===== src/rtl/button_event_decoder.sv =====
// Turns a debounced button level into one-cycle press, release, long-press,
// auto-repeat and double-click pulses, timed by an internal ms prescaler.
module button_event_decoder #(
  parameter int TICK_DIV  = 100000,
  parameter int LONG_MS   = 1000,
  parameter int REPEAT_MS = 200,
  parameter int DCLICK_MS = 300
) (
  input  logic clk,
  input  logic rst,
  input  logic btn_in,
  output logic press_p,
  output logic release_p,
  output logic long_p,
  output logic repeat_p,
  output logic dclick_p,
  output logic held
);

  localparam int MAX_LR = (LONG_MS > REPEAT_MS) ? LONG_MS : REPEAT_MS;
  localparam int MAX_MS = (MAX_LR > DCLICK_MS) ? MAX_LR : DCLICK_MS;
  localparam int PW     = (TICK_DIV > 1) ? $clog2(TICK_DIV) : 1;
  localparam int MW     = $clog2(MAX_MS) + 1;

  typedef enum logic [2:0] {
    IDLE,
    PRESSED,
    WAIT_SECOND,
    PRESSED2,
    LONG_HELD
  } state_t;

  state_t        state;
  logic          btn_q;
  logic [PW-1:0] pre;
  logic [MW-1:0] ms;

  logic rise, fall, tick;
  logic long_hit, rep_hit, dclick_hit;
  logic restart;

  assign rise = btn_in & ~btn_q;
  assign fall = ~btn_in & btn_q;
  assign tick = (pre == PW'(TICK_DIV - 1));

  // A hit is the last clock of the Nth ms, so the pulse lands N*TICK_DIV
  // clocks after the timer was cleared.
  assign long_hit   = tick && (ms == MW'(LONG_MS - 1));
  assign rep_hit    = tick && (ms == MW'(REPEAT_MS - 1));
  assign dclick_hit = tick && (ms == MW'(DCLICK_MS - 1));

  // NOTE: every variable assigned in always_comb gets a default first so
  // no path leaves it unassigned and no latch is inferred.
  always_comb begin
    restart = 1'b0;
    case (state)
      IDLE:               restart = rise;
      PRESSED, PRESSED2:  restart = fall | long_hit;
      LONG_HELD:          restart = fall | rep_hit;
      WAIT_SECOND:        restart = rise | dclick_hit;
      default:            restart = 1'b1;
    endcase
  end

  // NOTE: sequential state uses non-blocking assignments only, so every
  // right-hand side sees the value from before this clock edge.
  always_ff @(posedge clk or posedge rst) begin
    if (rst) begin
      state     <= IDLE;
      btn_q     <= 1'b0;
      pre       <= '0;
      ms        <= '0;
      press_p   <= 1'b0;
      release_p <= 1'b0;
      long_p    <= 1'b0;
      repeat_p  <= 1'b0;
      dclick_p  <= 1'b0;
      held      <= 1'b0;
    end else begin
      btn_q     <= btn_in;
      press_p   <= 1'b0;
      release_p <= 1'b0;
      long_p    <= 1'b0;
      repeat_p  <= 1'b0;
      dclick_p  <= 1'b0;

      // Timer rests at zero in IDLE so it can never wrap there.
      if (state == IDLE || restart) begin
        pre <= '0;
        ms  <= '0;
      end else if (tick) begin
        pre <= '0;
        ms  <= ms + MW'(1);
      end else begin
        pre <= pre + PW'(1);
      end

      // Edges are tested before expiries so a coincident edge always wins.
      case (state)
        IDLE: begin
          if (rise) begin
            press_p <= 1'b1;
            held    <= 1'b1;
            state   <= PRESSED;
          end
        end
        PRESSED, PRESSED2: begin
          if (fall) begin
            release_p <= 1'b1;
            held      <= 1'b0;
            state     <= (state == PRESSED) ? WAIT_SECOND : IDLE;
          end else if (long_hit) begin
            long_p <= 1'b1;
            state  <= LONG_HELD;
          end
        end
        LONG_HELD: begin
          if (fall) begin
            release_p <= 1'b1;
            held      <= 1'b0;
            state     <= IDLE;
          end else if (rep_hit) begin
            repeat_p <= 1'b1;
          end
        end
        WAIT_SECOND: begin
          if (rise) begin
            press_p  <= 1'b1;
            dclick_p <= 1'b1;
            held     <= 1'b1;
            state    <= PRESSED2;
          end else if (dclick_hit) begin
            state <= IDLE;
          end
        end
        default: begin
          held  <= 1'b0;
          state <= IDLE;
        end
      endcase
    end
  end

endmodule

===== config.mk =====
export PLATFORM = sky130hd
export DESIGN_NAME = button_event_decoder
export DESIGN_NICKNAME = d
export VERILOG_FILES = /design/src/rtl/button_event_decoder.sv
export SDC_FILE = /design/constraint.sdc
export NUM_CORES = 1
export LEC_CHECK = 0
export ABC_AREA = 1
export BUFFER_PORTS_ARGS = -buffer_cell sky130_fd_sc_hd__buf_2
export CAP_MARGIN = 10
export CORE_MARGIN = 4
export CORE_UTILIZATION = 24
export CTS_CLUSTER_DIAMETER = 80
export DETAILED_ROUTE_END_ITERATION = 10
export GPL_TIMING_DRIVEN = 1
export HOLD_SLACK_MARGIN = 0.1
export PLACE_DENSITY = 0.39
export SETUP_SLACK_MARGIN = 0.15
export SLEW_MARGIN = 20
export SYNTH_ARGS = -nofsm -noshare
export SYNTH_HDL_FRONTEND = slang
export SYNTH_SLANG_ARGS = --single-unit

===== constraint.sdc =====
create_clock -name clk -period 2.3 [get_ports clk]
set_input_delay 0.115 -clock clk [delete_from_list [all_inputs] [get_ports clk]]
set_output_delay 0.115 -clock clk [all_outputs]
set_load 0.01 [all_outputs]

---- Word-level counts from Yosys, hierarchy flattened ----
Index checks and enable logic that the tools add are counted.
word-level totals
  RAM bits ................................ 0
  bits in read-only memories .............. 0
  output and inout port bits .............. 6
  latch bits .............................. 0
  input port bits ......................... 3
  memories ................................ 0
  bits in registers ....................... 38
  logic and storage cells ................. 71
operators by class
  reduce and logical (&&, ||, !) cells .... 11
  add/subtract/negate cells ............... 2
  shifts and indexed selects .............. 0
  equality and inequality tests ........... 14
  mux-type cells .......................... 27
  $mul .................................... 0
  bitwise operators ....................... 7
  divide/modulo/power cells ............... 0
  magnitude comparators ................... 0
operators with widths
  kind                                                                number
  17-bit 2-to-1 mux                                                   2
  11-bit 2-to-1 mux                                                   2
  3-bit 2-to-1 mux                                                    6
  17-bit by 1-bit adder with 17-bit output (second input constant)    1
  17-bit == test (second input constant)                              1
  1-bit 2-to-1 mux                                                    13
  3-bit case mux with 4 select lines                                  1
  11-bit by 1-bit adder with 11-bit output (second input constant)    1
  11-bit by 10-bit == test with 1-bit output (second input constant)  1
  11-bit by 8-bit == test with 1-bit output (second input constant)   1
  11-bit by 9-bit == test with 1-bit output (second input constant)   1
  3-bit by 2-bit == test with 1-bit output (second input constant)    2
  3-bit != test (second input constant)                               2
  2-bit by 1-bit != test with 1-bit output (second input constant)    2
  2-bit != test (second input constant)                               2
  1-bit case mux with 4 select lines                                  1
  4-bit AND reduction                                                 1
  2-bit OR reduction                                                  2
  3-bit by 1-bit == test with 1-bit output (second input constant)    1
  3-bit == test (second input constant)                               1
  1-bit logical AND                                                   3
  3-bit zero test                                                     1
  1-bit OR                                                            3
  3-bit OR reduction                                                  1
  other kinds (7)                                                     9

---- Longest topological paths before layout ----
  word-level depth ........................ 6
  depth in mapped cells ................... 11
  depth with buffers taken out ............ 10

---- Least setup slack after synthesis ----
OpenSTA, ideal clock, no wires.
  kind .................................... register to register
  from .................................... reg pre[0]
  to ...................................... reg pre[2]
  period minus slack after synthesis ...... 1.565 ns
  arrival time ............................ 1.444 ns
  required time ........................... 2.179 ns
  setup time .............................. 0.121 ns
  buffers on the path ..................... 1
  path slack .............................. 0.735 ns
  cell stages (with the launch flop) ...... 12
  cell sequence ........................... dfrtp_1 ha_1 nand2_1 nor2_2 nand3_1 nor2_2 nand3_1 nand2_1 nand2_1 nand3_4 buf_8 nor2_2
on the way
  longest elaborated chain between the ends .. 6
  elaborated cells between the ends (all ways) .. 12
  classes of those cells .................. add/sub (1); eq/ne (1); mux (3); bitwise (3); reduce/logical (4)
ends and longest elaborated chain
  what                                                                                              line  text
  from (decl)                                                                                       35    logic [PW-1:0] pre;
  from (signal assigned)                                                                            95    pre <= pre + PW'(1);
  parallel branches: the longest is 5 deep, another holds 17-bit by 1-bit adder with 17-bit output  -
  17-bit 2-to-1 mux *                                                                               88    if (state == IDLE || restart) begin
Mark *: on every way between the ends.
A chain may end at the register's enable or synchronous reset.

---- Worst setup path after layout ----
Ends and elaborated chain as after synthesis.

==> impl_metrics.csv <==
group,metric,value,unit
sta,max_slew_margin,0.6664,
global_route,grt_pass1_vias,1788,
placement,portBuffers,8,
final_layout,antennaDiodeCount,0,
final_layout,post_route_cells_drive_above_1_share,0.1283,
sta,worst_margin_slew,0.5003,ns
cts,cts-buffers-inserted,5,
cts,clockRootBuffer,"clkbuf_8",
die,num_rows,34,
cts,tritoncts_clock_tree,"built",
placement,numPlacedInstances,400,
run,cap_violations,0,
cts,post_cts_buffers,0,
logic_synthesis,synth_async_sr_flop_share,1.000,
global_route,grt_overflow,0,
die,floorplan.io_pins,9,
min_path,hp-class,"primary input to asynchronous set/reset pin",
drt,routed_wirelength,4980,um
setup_path,timing.reg2reg.setup_slack,0.38,ns
setup_path,critical_path_class,"flip-flop to flip-flop",
logic_synthesis,synth_fp_nets,290,
drt,firstDrtPassIters,4,
logic_synthesis,mappedNetlistArea,2125,um^2
logic_synthesis,netlist_instances,285,
setup_path,rr_startpoint,"pre[0]",
placement,place_congestion,0.8166,
cts,cts.htree.levels,2,
logic_synthesis,ys.warnings.count,0,
setup_path,worst_ep_arrival_time,2.11,ns
placement,dp_worst_setup_slack,0.3785,ns
drt,first_iter_violations,87,
global_route,grt_first_pass_wirelength,8300,um
setup_path,cp-end-kind,"flip-flop",
logic_synthesis,ys.flop_type,"dfrtp_1",
setup_path,cp_num_buf_inv,0,
setup_path,slowest_stage,"dfrtp_1",
power_and_ir_drop,leakagePower,1.060,nW
global_route,grt_util_all_layers,0.1015,
cts,path_clk_slew,0.08,ns
sta,final_max_slew_viol_count,0,
run_status,run_status,"finished clean",
logic_synthesis,flip_flop_and_latch_count_after_synthesis,38,
final_layout,finalNonFillerCells,412,
sta,timing.final.hold_violations,0,
setup_path,critical_path.top_delay_family,"simple AND/OR/NAND/NOR gates",
setup_path,critical_path.startpoint_type,"flip-flop",
setup_path,crit-reg2reg-capture,"pre[2]",
logic_synthesis,syn_avg_cell_area,7.455,um^2
sta,grt_setup_unrepaired,"yes",
die,die_area,10420,um^2
die,dieWidth,102.1,um
logic_synthesis,synth_enable_flop_cells,0,
setup_path,depth_of_the_worst_register_to_register_path,8,
logic_synthesis,synth.yosys.seq_area_share,0.4476,
die,starting_density,0.2448,
setup_path,timing.critical_path.cells,"ha_1, nand3_1, nor2_1, nand3_1, o21ai_0, nand3_2, nand3_2, nor2_2",
sta,timing.final.crit_share,0.8364,
sta,timing.setup.tns,0,ns
sta,fin_crit,1.924,ns
global_route,antenna_violations_before_repair,0,
die,fp.dieH,102.1,um
placement,hpwl_after_dpl,3350,um
setup_path,crit_required,2.48,ns
final_layout,design.final.nets,308,
sta,setup_violations,0,
sta,max_clock_freq,519.8,MHz
setup_path,critical-path-max-stage-delay,0.35,ns
logic_synthesis,netlist-cell-type-count,25,
drt,avgViaCountPerCell,4.286,
cts,clock_latency,0.30,ns
power_and_ir_drop,peakVddDrop,0.2761,mV
cts,number_of_clock_sinks_seen_by_cts,38,
drt,via_count,1766,
power_and_ir_drop,total_power_density_per_cell_area,732.2,nW/um^2
sta,layout_setup_ws,0.3762,ns
setup_path,crit_fanout,7,
drt,route.antenna.remaining_nets,0,
final_layout,area_delta_synth_final,15.08,%
sta,timing.clock.skew,0.01212,ns
cts,cts.path.max_buffers,2,
drt,drc,0,
global_route,grt_max_degree,39,
die,floorplan.core_area,8678,um^2
drt,routed_wire_length_per_instance,12.09,um
synthesized netlist by cell type (all sizes together) (2+ instances only):
| cell type | instances | share of area |
|---|---|---|
| nand4 | 2 | 0.0059 |
| o21ai | 6 | 0.014 |
| ha | 2 | 0.012 |
| inv | 40 | 0.071 |
| nor2 | 72 | 0.14 |
| xor2 | 14 | 0.058 |
| dfrtp | 38 | 0.45 |
| buf | 3 | 0.015 |
| nand2 | 58 | 0.10 |
| nand3 | 26 | 0.067 |
| nor3 | 14 | 0.033 |
| or2 | 2 | 0.0059 |
metal layers:
layer  global-route usage  wire [um]
met4              0.04238         54
met2               0.1574       2161
met3              0.02253        127
met5                    0          0
met1               0.1366       2637
registers in the layout (all words and copies together) (netlist names):
name,cells
repeat_p,1
pre,17
press_p,1
btn_q,1
state,3
dclick_p,1
ms,11
long_p,1
held,1
release_p,1
area by class of cell:
| type | count | area (um^2) |
|---|---|---|
| fillers | 991 | 6233 |
| multi-input cells | 206 | 1025 |
| flip-flops and latches | 38 | 950.9 |
| inverters | 40 | 150.1 |
| well taps | 108 | 135.1 |
| repair buffers | 12 | 75.07 |
| clock buffers | 5 | 68.82 |
| clock inverters | 3 | 40.04 |
layout by cell type (no fill, tap or decap), types with 3 or more instances in the layout:
cell,netlist,layout
nand3_1,25,24
nor2_2,12,12
buf_2,1,8
clkbuf_8,0,5
inv_2,3,3
inv_1,37,37
nand2_1,58,58
xor2_1,14,14
nor3_1,14,14
nor2_1,60,60
dfrtp_1,38,38
o21ai_0,6,6
stage by stage:
stage / area (um^2) / total power, W / utilization / hold WS [ns]
2_1_floorplan: 2125 / 0.001113 / - / 0.1464
3_3_place_gp: 2283 / 0.001168 / 0.2631 / 0.2670
3_5_place_dp: 2283 / 0.001165 / 0.2631 / 0.2754
4_1_cts: 2412 / 0.001758 / 0.2780 / 0.4929
5_1_grt: 2445 / 0.001910 / 0.2817 / 0.5167
6_report: 2445 / 0.001790 / 0.2817 / 0.4803
worst register-to-register path, cell delays in order (launching register included):
cell,delay (ns)
dfrtp_1,0.35
ha_1,0.20
nand3_1,0.15
nor2_1,0.13
nand3_1,0.18
o21ai_0,0.25
nand3_2,0.22
nand3_2,0.28
nor2_2,0.05
cell families (layout without fill, tap and decap cells):
logic type,Yosys count,in the layout,synth area share
simple gates,176,178,0.3622
flops,38,38,0.4476
fa+ha+maj,2,2,0.01178
buf+inv,43,60,0.08539
compound gates,11,11,0.03122
xor+xnor,15,15,0.06184
worst max-delay path by stage:
stage / from / end / slack, ns / cells after the start
after floorplan: pre[0] / pre[2] / 0.74 / 11
after global placement: pre[0] / pre[10] / 0.41 / 10
after detailed placement: pre[0] / ms[9] / 0.38 / 8
after CTS: pre[0] / pre[6] / 0.37 / 8
after global routing: pre[0] / pre[7] / 0.13 / 10
final: pre[0] / pre[2] / 0.38 / 8
repair_timing:
item,4_1_cts,5_1_grt
setup endpoints to repair,0,16
hold endpoints to repair,40,0
hold buffers,2,0
gates resized for setup,0,2
power by group:
part | internal, W | switching [W]
logic | 0.000124 | 0.000340
registers | 0.000715 | 0.0000268
clock network | 0.000320 | 0.000264
total | 0.00116 | 0.000631
(Power assumes the default switching activity.)
